File: src/rtl/pipe_stage_skid.sv
// Elastic pipeline-stage register with a 2-entry skid buffer: upstream ready is
// registered, so a downstream stall never forms a combinational path upstream.
module pipe_stage_skid #(
  parameter int WIDTH          = 237,
  parameter bit CLEAR_ON_FLUSH = 1'b1
) (
  input  logic             clk,
  input  logic             reset,
  input  logic             flush,
  input  logic             in_valid,
  output logic             in_ready,
  input  logic [WIDTH-1:0] in_data,
  output logic             out_valid,
  input  logic             out_ready,
  output logic [WIDTH-1:0] out_data,
  output logic [1:0]       occupancy
);

  // Handshake: a transfer happens on a rising edge where valid and ready are
  // both high; valid never waits on ready, and in_ready depends only on state.

  // The state value doubles as the entry count, so occupancy exposes the FSM.
  typedef enum logic [1:0] {
    EMPTY = 2'd0,
    ONE   = 2'd1,
    TWO   = 2'd2
  } state_t;

  state_t           state, stateNext;
  logic [WIDTH-1:0] mainData, mainNext;
  logic [WIDTH-1:0] skidData, skidNext;
  logic             accept, pop;

  assign in_ready  = (state != TWO);
  assign out_valid = (state != EMPTY);
  assign out_data  = mainData;
  assign occupancy = state;

  assign accept = in_valid & in_ready;
  assign pop    = out_valid & out_ready;

  always_comb begin
    stateNext = state;
    mainNext  = mainData;
    skidNext  = skidData;
    unique case (state)
      EMPTY: begin
        if (accept) begin
          mainNext  = in_data;
          stateNext = ONE;
        end
      end
      ONE: begin
        if (accept && pop) begin
          mainNext = in_data;
        end else if (accept) begin
          skidNext  = in_data;
          stateNext = TWO;
        end else if (pop) begin
          stateNext = EMPTY;
        end
      end
      TWO: begin
        if (pop) begin
          mainNext  = skidData;
          stateNext = ONE;
        end
      end
      default: stateNext = EMPTY;
    endcase
    // Flush drops everything, including an entry handed over this same cycle.
    if (flush) begin
      stateNext = EMPTY;
      mainNext  = CLEAR_ON_FLUSH ? '0 : mainData;
      skidNext  = CLEAR_ON_FLUSH ? '0 : skidData;
    end
  end

  always_ff @(posedge clk) begin
    if (reset) begin
      state    <= EMPTY;
      mainData <= '0;
      skidData <= '0;
    end else begin
      state    <= stateNext;
      mainData <= mainNext;
      skidData <= skidNext;
    end
  end

endmodule
File: config.mk
export PLATFORM = sky130hd
export DESIGN_NAME = pipe_stage_skid
export DESIGN_NICKNAME = d
export VERILOG_FILES = /design/src/rtl/pipe_stage_skid.sv
export SDC_FILE = /design/constraint.sdc
export NUM_CORES = 1
export LEC_CHECK = 0
export CAP_MARGIN = 20
export CORE_UTILIZATION = 35
export DETAILED_ROUTE_END_ITERATION = 7
export MAX_ROUTING_LAYER = met4
export SKIP_LAST_GASP = 1
export SLEW_MARGIN = 0
export SYNTH_ARGS = -nofsm -noshare
export SYNTH_HDL_FRONTEND = slang
export SYNTH_SLANG_ARGS = --single-unit
export TNS_END_PERCENT = 20
File: constraint.sdc
create_clock -name clk -period 1.9 [get_ports clk]
set_clock_uncertainty 0.1 [all_clocks]
set_input_delay 0.19 -clock clk [delete_from_list [all_inputs] [get_ports clk]]
set_output_delay 0.19 -clock clk [all_outputs]
set_load 0.01 [all_outputs]
# Word level (Yosys, flattened, before mapping)
# Index checks and enable logic that the tools add are counted.
# word_totals
in_bits	242
regBits	476
word_cells	32
out_inout_bits	241
# classes
n_eq_ne	8
bitwise_logic	3
n_mux	10
n_reduce_logical	8
# ops
cell	count
2-to-1 mux 237 bit	3
case mux 237 bit (3 select lines)	1
2-to-1 mux 2 bit	5
!= test 2 bit (second input constant)	5
AND reduction 4 bit	2
case mux 2 bit (3 select lines)	1
!= test 3 bit (second input constant)	1
AND reduction 3 bit	1
nonzero test 3 bit	1
bitwise AND 1 bit	2
== test 2 x 1 -> 1 bit (second input constant)	1
== test 2 bit (second input constant)	1
logical NOT 2 bit	1
nonzero test 2 bit	1
OR reduction 2 bit	1
logical AND 1 bit	1
NOT 1 bit	1

# Depth between registers and ports, before layout
# Gate-level depths: netlist of run 1.
# logic_depth
word_depth	6
depth_mapped	6
depth_no_buf	3

# Worst setup path after synthesis of run 1
# Ideal clock, no wire load.
# synth_path
path_kind	register to register
startpoint	register state[0], in the netlist occupancy[0]
endpoint	register mainData[10], in the netlist out_data[10]
setup_slack_ns	0.291
path_buffers	3
stages_incl_launch_ff	7
synth_period_minus_slack_ns	1.609
setup_ns	0.081
arrival_ns	1.427
cell_sequence	dfxtp_1 -> and3b_1 -> buf_2 -> a21o_1 -> buf_6 -> buf_4 -> a211oi_2
# synth_between
elab_chain_len	5
# synth_rtl
item	line	source
start: declaration	29	state_t state, stateNext;
start signal: assignment	85	state <= stateNext;
!= test 2 bit or nonzero test 2 bit (tied branches)	34, 35	
bitwise AND 1 bit, on equally long branches	39, 40	
logical AND 1 bit	54	if (accept && pop) begin
!= test 2 bit (no source line)	n/a	
AND reduction 4 bit (no source line)	n/a	
end signal: assignment	86	mainData <= mainNext;
end: declaration	30	logic [WIDTH-1:0] mainData, mainNext;
# Several ways; a longest one is shown, not always the timed one.
# A chain may end at the register's enable or synchronous reset.

# Worst setup path after layout of run 1
# layout_path
startpoint	register state[0], in the netlist occupancy[0]
endpoint	output port in_ready
# layout_between
elab_chain_len	1
# layout_rtl
item	line	source
!= test 2 bit	34	assign in_ready = (state != TWO);
end: declaration	11	output logic in_ready,
# No other way between the ends.

==> summary.md, run 1 <==
| Metric | Value |
|---|---|
| Minimum period implied by the final worst setup slack | `1.86 ns` |
| Final wirelength | `between 60000 and 70000 µm` |
| Post-route setup slack | `0.0387 ns` |
| Signal arrival time at the worst endpoint | `1.57 ns` |
| # nets final | `2857` |
| Power after layout | `24.5 mW` |
| Ranking of synthesized cells by area | `sky130_fd_sc_hd__dfxtp_1, sky130_fd_sc_hd__a211oi_1, sky130_fd_sc_hd__mux2i_1` |
| Residual antenna-violating net count after detailed routing | `0` |
| Ratio of cells with drive above 1 in the final layout | `0.152` |
| Post-synth ARST share | `0` |
| Number of iterations in the first detailed-routing pass | `5` |
| Die footprint | `just under 60000 µm²` |
| R2r endpoint | `out_data[34]` |
| Initial antenna violation count | `6` |
| Area share of the largest cell type after synthesis | `0.464` |
| Wire length of the first global-routing pass | `around 100000 µm` |
| Number of pins exceeding their max-slew limit in the final report | `0` |
| Hold slack | `0.0873 ns` |
| Max-slew headroom | `0.740` |
| Top achievable clock speed | `0.537 GHz` |
| Sw Ratio | `0.237` |
| Placeable core region | `approximately 58000 µm²` |
| Later-pin clock latency in the skew report | `0.58 ns` |
| Setup slack at placement | `-0.0846 ns` |
| Largest buffer count on any clock path | `3` |
| Final hold viol count | `0` |
| Leakage component of the power | `about 11 nW` |
| End-of-flow core utilization | `0.501` |
| Primary FF master, synth | `sky130_fd_sc_hd__dfxtp_1` |
| Worst IR drop on VDD | `between 600 and 700 µV` |
| Total of hold buffers inserted after clock tree synthesis | `0` |
| Yosys cell types | `24` |
| Hold Crit Start | `in_data[231]` |
| Library cell contributing the largest single delay on the critical path | `sky130_fd_sc_hd__dfxtp_4` |
| Endpoint kind of the worst setup timing path | `output port` |
| Synth area leader | `sky130_fd_sc_hd__dfxtp_1` |
| Area overhead of the layout relative to synthesis | `41.2%` |
| Register share of total power | `0.426` |
| TritonCTS clock tree | `yes` |
| Worst min path class | `in -> reg` |
| Tcrit/Tclk final | `0.980` |
| Internal power contribution | `18.7 mW` |
| Maximum number of pins on one net before global-route repair | `44` |
| Start-to-end type of the worst setup path | `reg -> out` |
| Number of enable-type register cells in the synthesized netlist | `0` |
| Combinational share of power | `0.123` |
| Post-Syn Instances | `2154` |
| Worst Max-Slew Pin Slew | `about 0.39 ns` |
| Routed wire length per instance | `19.5 µm` |
| Clk network pwr share | `0.451` |
| 1st-iter DRT viols | `around 940` |
| Starting utilization of the core area | `0.355` |
| Vias in the first global route | `18100` |
| Final setup violating endpoints | `0` |
| Biggest cell delay along the critical path | `0.39 ns` |
| Total number of vias | `18100` |
| Cell Area, Synth | `20500 µm²` |
| Run status | `finished clean` |
| Clk sink count | `476` |
| Placer congestion estimate | `between 0.8 and 0.9` |
| Maxcap violations | `0` |
| RR Startpoint | `occupancy[0]` |
| Setup tns final | `0 ns` |
| RSZ-0062 raised after global routing | `yes` |
| Syn Nets | `2396` |
| Number of buffers inserted during clock tree synthesis | `53` |
| Post-synthesis sequential area ratio | `0.464` |
| Crit path to | `in_ready` |
| Cell total after placement | `3324` |
| Vert. Die Dim | `244 µm` |
| I/O pin cnt | `~480` |
| Worst r2r path cells | `6` |
| Drt drc | `0` |
| IO buf count | `482` |
| Remaining global-route overflow | `0` |
| Kind of start point of the critical path | `register` |
| Mean number of vias per cell | `5.29` |
| Global-route usage over all layers | `0.223` |
| Yosys warning total | `0` |
| Timing startpoint of the critical path | `occupancy[0]` |
| Post-Synthesis Mean Instance Area | `9.53 µm²` |
| FF+latch count, synth | `476` |
| Worst-path cell chain | `nand2b_4, buf_8, dlygate4sd2_1` |
| Clock slew at the register clock pins of the worst setup and hold paths | `around 0.06 ns` |
| Placement-stage cell area | `27100 µm²` |
| Data required, critical path | `1.61 ns` |
| Cell Pwr Density | `845 nW/µm²` |
| Master cell of the clock root buffer | `sky130_fd_sc_hd__clkbuf_16` |
| Die Width | `244 µm` |
| Filler-free cell count of the finished design | `about 3400` |
| Worst reg-to-reg setup slack | `0.05 ns` |
| Final std cell area, no fill | `29000 µm²` |
| Dpl hpwl | `46700 µm` |
| Net switching power of the design | `5.81 mW` |
| Htree depth | `2` |
| Worst Path Max Fanout | `11` |
| Standard-cell rows | `88` |
## critical path: cells and delay by family (launching register included)
| kind | cells | cell delay, ns |
|---|---|---|
| AND/OR/NAND/NOR | 1 | 0.15 |
| flip-flops | 1 | 0.39 |
| buffers and inverters | 2 | 0.45 |
## area by class of cell
| type | count | area, µm² |
|---|---|---|
| fill | 5216 | 28800 |
| tap | 765 | 957 |
| clock inverter | 22 | 364 |
| antenna | 6 | 15.0 |
| multi-input combinational | 1439 | 9780 |
| clock buffer | 74 | 1510 |
| sequential | 476 | 9530 |
| timing repair buffer | 645 | 6810 |
## per-layer routing
| layer | share of wire | up-vias | global-route usage |
|---|---|---|---|
| met3 | 0.043 | 122 | 0.0300 |
| li1 | - | 8697 | - |
| met4 | 0.032 | 0 | 0.0818 |
| met2 | 0.49 | 486 | 0.367 |
| met1 | 0.44 | 8820 | 0.278 |
| met5 | 0 | - | - |
## power by group through the flow
stage | Clock, mW | Combinational, mW | Sequential, mW
6_report | 11.0 | 3.01 | 10.4
3_5_place_dp | 0 | 3.01 | 10.6
5_1_grt | 11.7 | 3.21 | 10.5
3_3_place_gp | 0 | 2.97 | 10.6
4_1_cts | 11.3 | 3.03 | 10.4
2_1_floorplan | 0 | 1.31 | 10.7
## worst min path at each step
stage / endpoint / slack (ns) / cells past startpoint
after floorplan: skidData[0] / 0.23 / 2
after global placement: skidData[202] / 0.34 / 2
after detailed placement: skidData[41] / 0.35 / 2
after CTS: skidData[201] / 0.04 / 3
after global routing: skidData[192] / 0.07 / 3
final: skidData[231] / 0.09 / 3
## logic make-up (layout without fill, tap and decap cells)
group,Yosys count,count (layout),share of synthesized area
mux,237,237,0.116
other cells,0,6,0
compound gates,716,716,0.268
simple gates,486,486,0.0909
flops,476,476,0.464
buf+inv,239,741,0.0614
## what timing repair did
item	4_1_cts	5_1_grt
resized for setup	9	2
gates cloned	0	0
buffers inserted	1	0
setup endpoints to repair	5	10
## sequential cells by signal (all words and copies together) (netlist names)
| name | flops |
|---|---|
| occupancy | 2 |
| skidData | 237 |
| out_data | 237 |
## cell usage after synthesis, drive strengths merged, types with 2 or more instances
cell    number
a211oi     474
a21o         2
a21oi      238
buf        121
clkbuf     118
dfxtp      476
mux2i      237
nand2      475
nand2b       2
or2          2
## layout by cell type, fill, tap and decap left out, drive strengths merged
cell type,n
a21o,2
bufinv,10
nand4bb,1
clkdlybuf4s50,478
nand2,475
inv,1
and3b,1
nor2,1
a211oi,474
nand2b,2
mux2i,237
o21bai,1
dfxtp,476
nor2b,1
clkinv,11
or3b,1
dlygate4sd2,2
o21a,1
dlymetal6s2s,1
and4bb,1
diode,6
a21oi,238
buf,163
or2,2
clkbuf,75
and2,1
No activity file was read; power rests on OpenSTA's default activity.
==> run 2: changes to the inputs <==
Settings changed: CORE_UTILIZATION 35 to 50, GPL_TIMING_DRIVEN from default to 0, PLACE_DENSITY from default to 0.8.
==> run 2 against run 1 <==
- the run now ends with setup timing left
- routed wire length up 2.2%
- combinational power down 2%
- worst setup slack worse by 0.13 ns
- utilization up 19 points
- fmax down 6.4%
- sequential share of layout area up 1.3 points
- global-route usage up 9.9 points
- worst hold slack worse by 0.0056 ns
- clock-buffer cell count up 1
- sequential cell count unchanged
- sequential power about the same
- non-clock buffer count up 84
- critical path type unchanged
- critical endpoint unchanged
- largest cell class unchanged
==> summary.md, run 2 (synthesized netlist as in run 1, its figures left out) <==
| Metric | Value |
|---|---|
| Routed wire length per instance | `20.9 µm` |
| Master cell of the clock root buffer | `sky130_fd_sc_hd__clkbuf_16` |
| Cell Pwr Density | `roughly 840 nW/µm²` |
| Number of pins exceeding their max-slew limit in the final report | `0` |
| Number of buffers inserted during clock tree synthesis | `50` |
| Minimum period implied by the final worst setup slack | `1.99 ns` |
| Worst IR drop on VDD | `707 µV` |
| Signal arrival time at the worst endpoint | `1.70 ns` |
| Total number of vias | `approximately 19000` |
| Vert. Die Dim | `roughly 200 µm` |
| Critical Path Stages | `4` |
| Remaining global-route overflow | `0` |
| Total of hold buffers inserted after clock tree synthesis | `0` |
| Leakage component of the power | `11.0 nW` |
| Buf/Inv on CP | `3` |
| IO buf count | `482` |
| Most common library cell in the layout ignoring fill and taps | `sky130_fd_sc_hd__clkdlybuf4s50_1` |
| Kind of start point of the critical path | `register` |
| Number of cells on the worst hold path | `3` |
| Mean number of vias per cell | `5.85` |
| Worst reg-to-reg setup slack | `-0.03 ns` |
| Hold slack | `around 0.08 ns` |
| I/O pin cnt | `483` |
| Final wirelength | `68400 µm` |
| Die Width | `205 µm` |
| Endpoint kind of the worst setup timing path | `output port` |
| RSZ-0062 raised after global routing | `yes` |
| Worst min path class | `in -> reg` |
| Clock slew at the register clock pins of the worst setup and hold paths | `0.06 ns` |
| Maximum number of pins on one net before global-route repair | `20` |
| Filler-free cell count of the finished design | `3270` |
| Global-route usage over all layers | `0.322` |
| Data required, critical path | `roughly 1.6 ns` |
| Final hold viol count | `0` |
| Maxcap violations | `0` |
| Initial antenna violation count | `12` |
| Power after layout | `~23 mW` |
| Library cell contributing the largest single delay on the critical path | `sky130_fd_sc_hd__dfxtp_4` |
| Placer congestion estimate | `0.875` |
| Most used cells in the layout excluding fill and tap cells | `sky130_fd_sc_hd__clkdlybuf4s50_1, sky130_fd_sc_hd__nand2_1, sky130_fd_sc_hd__dfxtp_1` |
| Hold endpoint | `skidData[109]` |
| Start-to-end type of the worst setup path | `reg -> out` |
| Largest buffer count on any clock path | `3` |
| Area overhead of the layout relative to synthesis | `36.0%` |
| 1st-iter DRT viols | `1454` |
| Dpl hpwl | `48800 µm` |
| Top achievable clock speed | `0.503 GHz` |
| Placeable core region | `between 40000 and 50000 µm²` |
| Drt drc | `0` |
| Wire length of the first global-routing pass | `about 100000 µm` |
| Cell family contributing the most delay on the critical path | `buffers and inverters` |
| Vias in the first global route | `18800` |
| Ratio of cells with drive above 1 in the final layout | `0.151` |
| Worst-path cell chain | `nand2b_1, buf_4, buf_12, dlygate4sd2_1` |
| Number of fill cells | `3044` |
| Htree depth | `2` |
| Standard-cell rows | `73` |
| Residual antenna-violating net count after detailed routing | `0` |
| Worst Path Max Fanout | `12` |
| Worst Max-Slew Pin Slew | `around 0.7 ns` |
| Hold Crit Start | `in_data[109]` |
| RR Startpoint | `occupancy[1]` |
| Worst r2r path cells | `5` |
| Starting utilization of the core area | `0.512` |
| R2r endpoint | `skidData[133]` |
| Max-slew headroom | `0.520` |
| Later-pin clock latency in the skew report | `0.58 ns` |
| Tcrit/Tclk final | `1.05` |
| Setup tns final | `-0.496 ns` |
| TritonCTS clock tree | `yes` |
| Placement-stage cell area | `26000 µm²` |
| Cell total after placement | `3161` |
| Clk sink count | `476` |
| Final setup violating endpoints | `36` |
| Number of iterations in the first detailed-routing pass | `6` |
| Setup slack at placement | `-0.825 ns` |
| Post-route setup slack | `-0.0878 ns` |
| Die footprint | `41800 µm²` |
| Biggest cell delay along the critical path | `0.37 ns` |
| End-of-flow core utilization | `0.696` |
| Final std cell area, no fill | `27900 µm²` |
| Violated checks | `setup timing` |
| # nets final | `2938` |
| Run status | `complete, but fails checks` |
-- run 2: cell count changes in the layout (fill, tap and decap cells not counted), sizes merged --
cell / delta
buf: -50
bufinv: -6
clkbuf: +134
clkdlybuf4s50: +2
clkinv: -3
clkinvlp: +1
diode: +7
dlygate4sd2: -1
inv: -1
-- run 2: worst max-delay path by stage --
stage	startpoint	end	slack, ns
after floorplan	occupancy[0]	out_data[10]	0.29
after global placement	flush	skidData[236]	-0.79
after detailed placement	flush	skidData[5]	-0.83
after CTS	occupancy[1]	out_valid	-0.15
after global routing	occupancy[0]	in_ready	-0.14
final	occupancy[0]	in_ready	-0.09
-- run 2: layout make-up --
| class | instances | area, µm² | share of cell area |
|---|---|---|---|
| antenna | 13 | 32.5 | 0.00117 |
| buffer | 237 | 1380 | 0.0495 |
| clock buffer | 75 | 1500 | 0.0537 |
| clock inverter | 13 | 168 | 0.00601 |
| multi-input combinational | 1439 | 9730 | 0.349 |
| sequential | 476 | 9530 | 0.342 |
| tap | 525 | 657 | 0.0235 |
| timing repair buffer | 492 | 4900 | 0.176 |
-- run 2: routing by layer --
metal  global-route usage  share of wire  vias to the layer above
li1                     -              -                     8878
met1                0.399           0.41                     9311
met2                0.502           0.47                      762
met3               0.0539          0.068                      183
met4                0.173          0.051                        0
met5                    -              0                        -
-- run 2: where the power goes --
group          internal (mW)  leakage [nW]  switching (mW)  total, mW
Combinational           1.46          6.27            1.49       2.95
Clock                   5.96         0.821            4.07       10.0
Sequential              10.3          3.87           0.173       10.4
Total                   17.7          11.0            5.74       23.4
-- run 2: worst register-to-register path, delay by kind of cell (launching register included) --
family          cells  cell delay, ns
compound gates      1            0.14
buf+inv             2            0.80
flops               1            0.37
simple gates        2            0.44
-- run 2: what timing repair did --
| item | 4_1_cts | 5_1_grt |
|---|---|---|
| hold endpoints to repair | 0 | 0 |
| resized for setup | 30 | 108 |
| endpoints found under the setup margin | 459 | 431 |
| buffers inserted | 0 | 10 |
==> run 3: changes to the inputs <==
Settings changed: RECOVER_POWER from default to 25.
==> run 3 against run 2 <==
- the run still ends with setup timing left
- cell area hardly changed
- sequential share of layout area hardly changed
- utilization hardly changed
- combinational power hardly changed
- via count is 0.27% higher
- critical endpoint unchanged
- largest cell class unchanged
- largest power group unchanged
==> summary.md, run 3 (synthesized netlist as in run 1, its figures left out) <==
| Metric | Value |
|---|---|
| Run status | `complete, but fails checks` |
| Violated checks | `setup timing` |
| IO buf count | `482` |
| Kind of start point of the critical path | `register` |
| Signal arrival time at the worst endpoint | `between 1.5 and 2 ns` |
| I/O pin cnt | `483` |
| Area overhead of the layout relative to synthesis | `36.0%` |
| Vias in the first global route | `between 15000 and 20000` |
| Multi-input gate area | `between 9000 and 10000 µm²` |
| Combinational share of power | `0.125` |
| Standard-cell rows | `73` |
| Data required, critical path | `1.61 ns` |
| Final hold viol count | `0` |
| Biggest cell delay along the critical path | `about 0.37 ns` |
| Library cell contributing the largest single delay on the critical path | `sky130_fd_sc_hd__dfxtp_4` |
| Worst-path cell chain | `nand2b_1, buf_4, buf_12, dlygate4sd2_1` |
| Most used cells in the layout excluding fill and tap cells | `sky130_fd_sc_hd__nand2_1, sky130_fd_sc_hd__dfxtp_1, sky130_fd_sc_hd__clkdlybuf4s50_1` |
| Final wirelength | `68200 µm` |
| Start-to-end type of the worst setup path | `reg -> out` |
| Clk sink count | `476` |
| Maximum number of pins on one net before global-route repair | `20` |
| Internal power contribution | `17.6 mW` |
| Cell Pwr Density | `837 nW/µm²` |
| Leakage component of the power | `11.2 nW` |
| Final setup violating endpoints | `14` |
| Number of iterations in the first detailed-routing pass | `7` |
| Number of pins exceeding their max-slew limit in the final report | `0` |
| Maxcap violations | `0` |
| Total of hold buffers inserted after clock tree synthesis | `0` |
| Register share of total power | `0.446` |
| Largest buffer count on any clock path | `3` |
| Post-route setup slack | `-0.0894 ns` |
| # nets final | `2938` |
| Max-slew headroom | `0.521` |
| Starting utilization of the core area | `0.512` |
| Setup slack at placement | `-0.825 ns` |
| Number of fill cells | `3045` |
| TritonCTS clock tree | `yes` |
| Top achievable clock speed | `0.503 GHz` |
| Placeable core region | `40100 µm²` |
| Placer congestion estimate | `0.875` |
| RSZ-0062 raised after global routing | `yes` |
| Net switching power of the design | `5.70 mW` |
| Sw Ratio | `0.244` |
| Drt drc | `0` |
| Worst min path class | `in -> reg` |
| Die footprint | `between 40000 and 50000 µm²` |
| Endpoint kind of the worst setup timing path | `output port` |
| End-of-flow core utilization | `0.696` |
| Sequential standard cell area | `about 9500 µm²` |
| Tcrit/Tclk final | `1.05` |
| Htree depth | `2` |
| 1st-iter DRT viols | `~1400` |
| Routed wire length per instance | `approximately 21 µm` |
| Mean number of vias per cell | `5.87` |
| Ratio of cells with drive above 1 in the final layout | `0.151` |
| Dpl hpwl | `48800 µm` |
| Wire length of the first global-routing pass | `104000 µm` |
| Master cell of the clock root buffer | `sky130_fd_sc_hd__clkbuf_16` |
| Number of buffers inserted during clock tree synthesis | `50` |
| Global-route usage over all layers | `0.322` |
| Later-pin clock latency in the skew report | `between 0.5 and 0.6 ns` |
| Worst Path Max Fanout | `12` |
| Vert. Die Dim | `between 200 and 250 µm` |
| Most common library cell in the layout ignoring fill and taps | `sky130_fd_sc_hd__nand2_1` |
| Initial antenna violation count | `12` |
| Clk network pwr share | `0.429` |
| Remaining global-route overflow | `0` |
| Residual antenna-violating net count after detailed routing | `0` |
| Worst IR drop on VDD | `roughly 710 µV` |
| Worst Max-Slew Pin Slew | `between 0.7 and 0.8 ns` |
| Die Width | `a little over 200 µm` |
| Total number of vias | `19200` |
| Minimum period implied by the final worst setup slack | `1.99 ns` |
| Clock slew at the register clock pins of the worst setup and hold paths | `0.06 ns` |
[run 3: cell count changes in the layout (fill, tap and decap cells not counted), sizes merged]
cell,change
clkdlybuf4s50,-89
dlygate4sd3,+89
[run 3: timing repair]
action | CTS | global route
gates resized for setup | 30 | 108
endpoints found under the setup margin | 459 | 431
buffers inserted | 0 | 10
[run 3: metrics by stage]
| stage | power (mW) | area [µm²] | cells | hold WS (ns) | setup TNS, ns |
|---|---|---|---|---|---|
| floorplan | 12.0 | 20500 | 2154 | 0.226 | 0 |
| global placement | 13.5 | 26000 | 3161 | 0.340 | -289.85 |
| detailed placement | 13.5 | 26000 | 3161 | 0.346 | -307.62 |
| CTS | 23.4 | 27700 | 3248 | 0.0545 | -7.78 |
| global route | 24.0 | 27900 | 3269 | 0.0835 | -18.71 |
| finish | 23.3 | 27900 | 3270 | 0.0868 | -0.214 |
[run 3: final cells by class]
cell class                 count  share of cell area
multi-input combinational   1439               0.349
sequential                   476               0.342
timing repair buffer         492               0.176
clock buffer                  75              0.0537
buffer                       237              0.0494
tap                          525              0.0235
clock inverter                13             0.00601
antenna                       13             0.00117
[run 3: metal layers]
| layer | vias up | share of wire | routed length, µm | global-route usage |
|---|---|---|---|---|
| li1 | 8884 | - | - | - |
| met5 | - | 0 | 0 | - |
| met3 | 181 | 0.072 | 4870 | 0.0539 |
| met4 | 0 | 0.052 | 3580 | 0.173 |
| met1 | 9354 | 0.41 | 27800 | 0.399 |
| met2 | 766 | 0.47 | 31900 | 0.502 |
[run 3: critical path, delay by kind of cell, from the launching register on]
kind,cells,cell delay (ns)
buffers and inverters,3,0.60
and+or+nand+nor,1,0.15
DFF,1,0.37
[run 3: power by group through the flow]
stage / clock [mW] / combinational, mW / sequential (mW)
2_1_floorplan: 0 / 1.31 / 10.7
3_3_place_gp: 0 / 2.83 / 10.6
3_5_place_dp: 0 / 2.89 / 10.6
4_1_cts: 10.1 / 2.92 / 10.4
5_1_grt: 10.5 / 3.09 / 10.4
6_report: 10.0 / 2.92 / 10.4
[run 3: worst paths after layout]
check,from,endpoint,slack [ns],cells after the start
worst min register to register,skidData[134],skidData[134],0.35,2
worst max register to register,occupancy[1],out_data[23],-0.01,6
worst min-delay path,in_data[137],skidData[137],0.09,3
worst max-delay path,occupancy[0],in_ready,-0.09,4
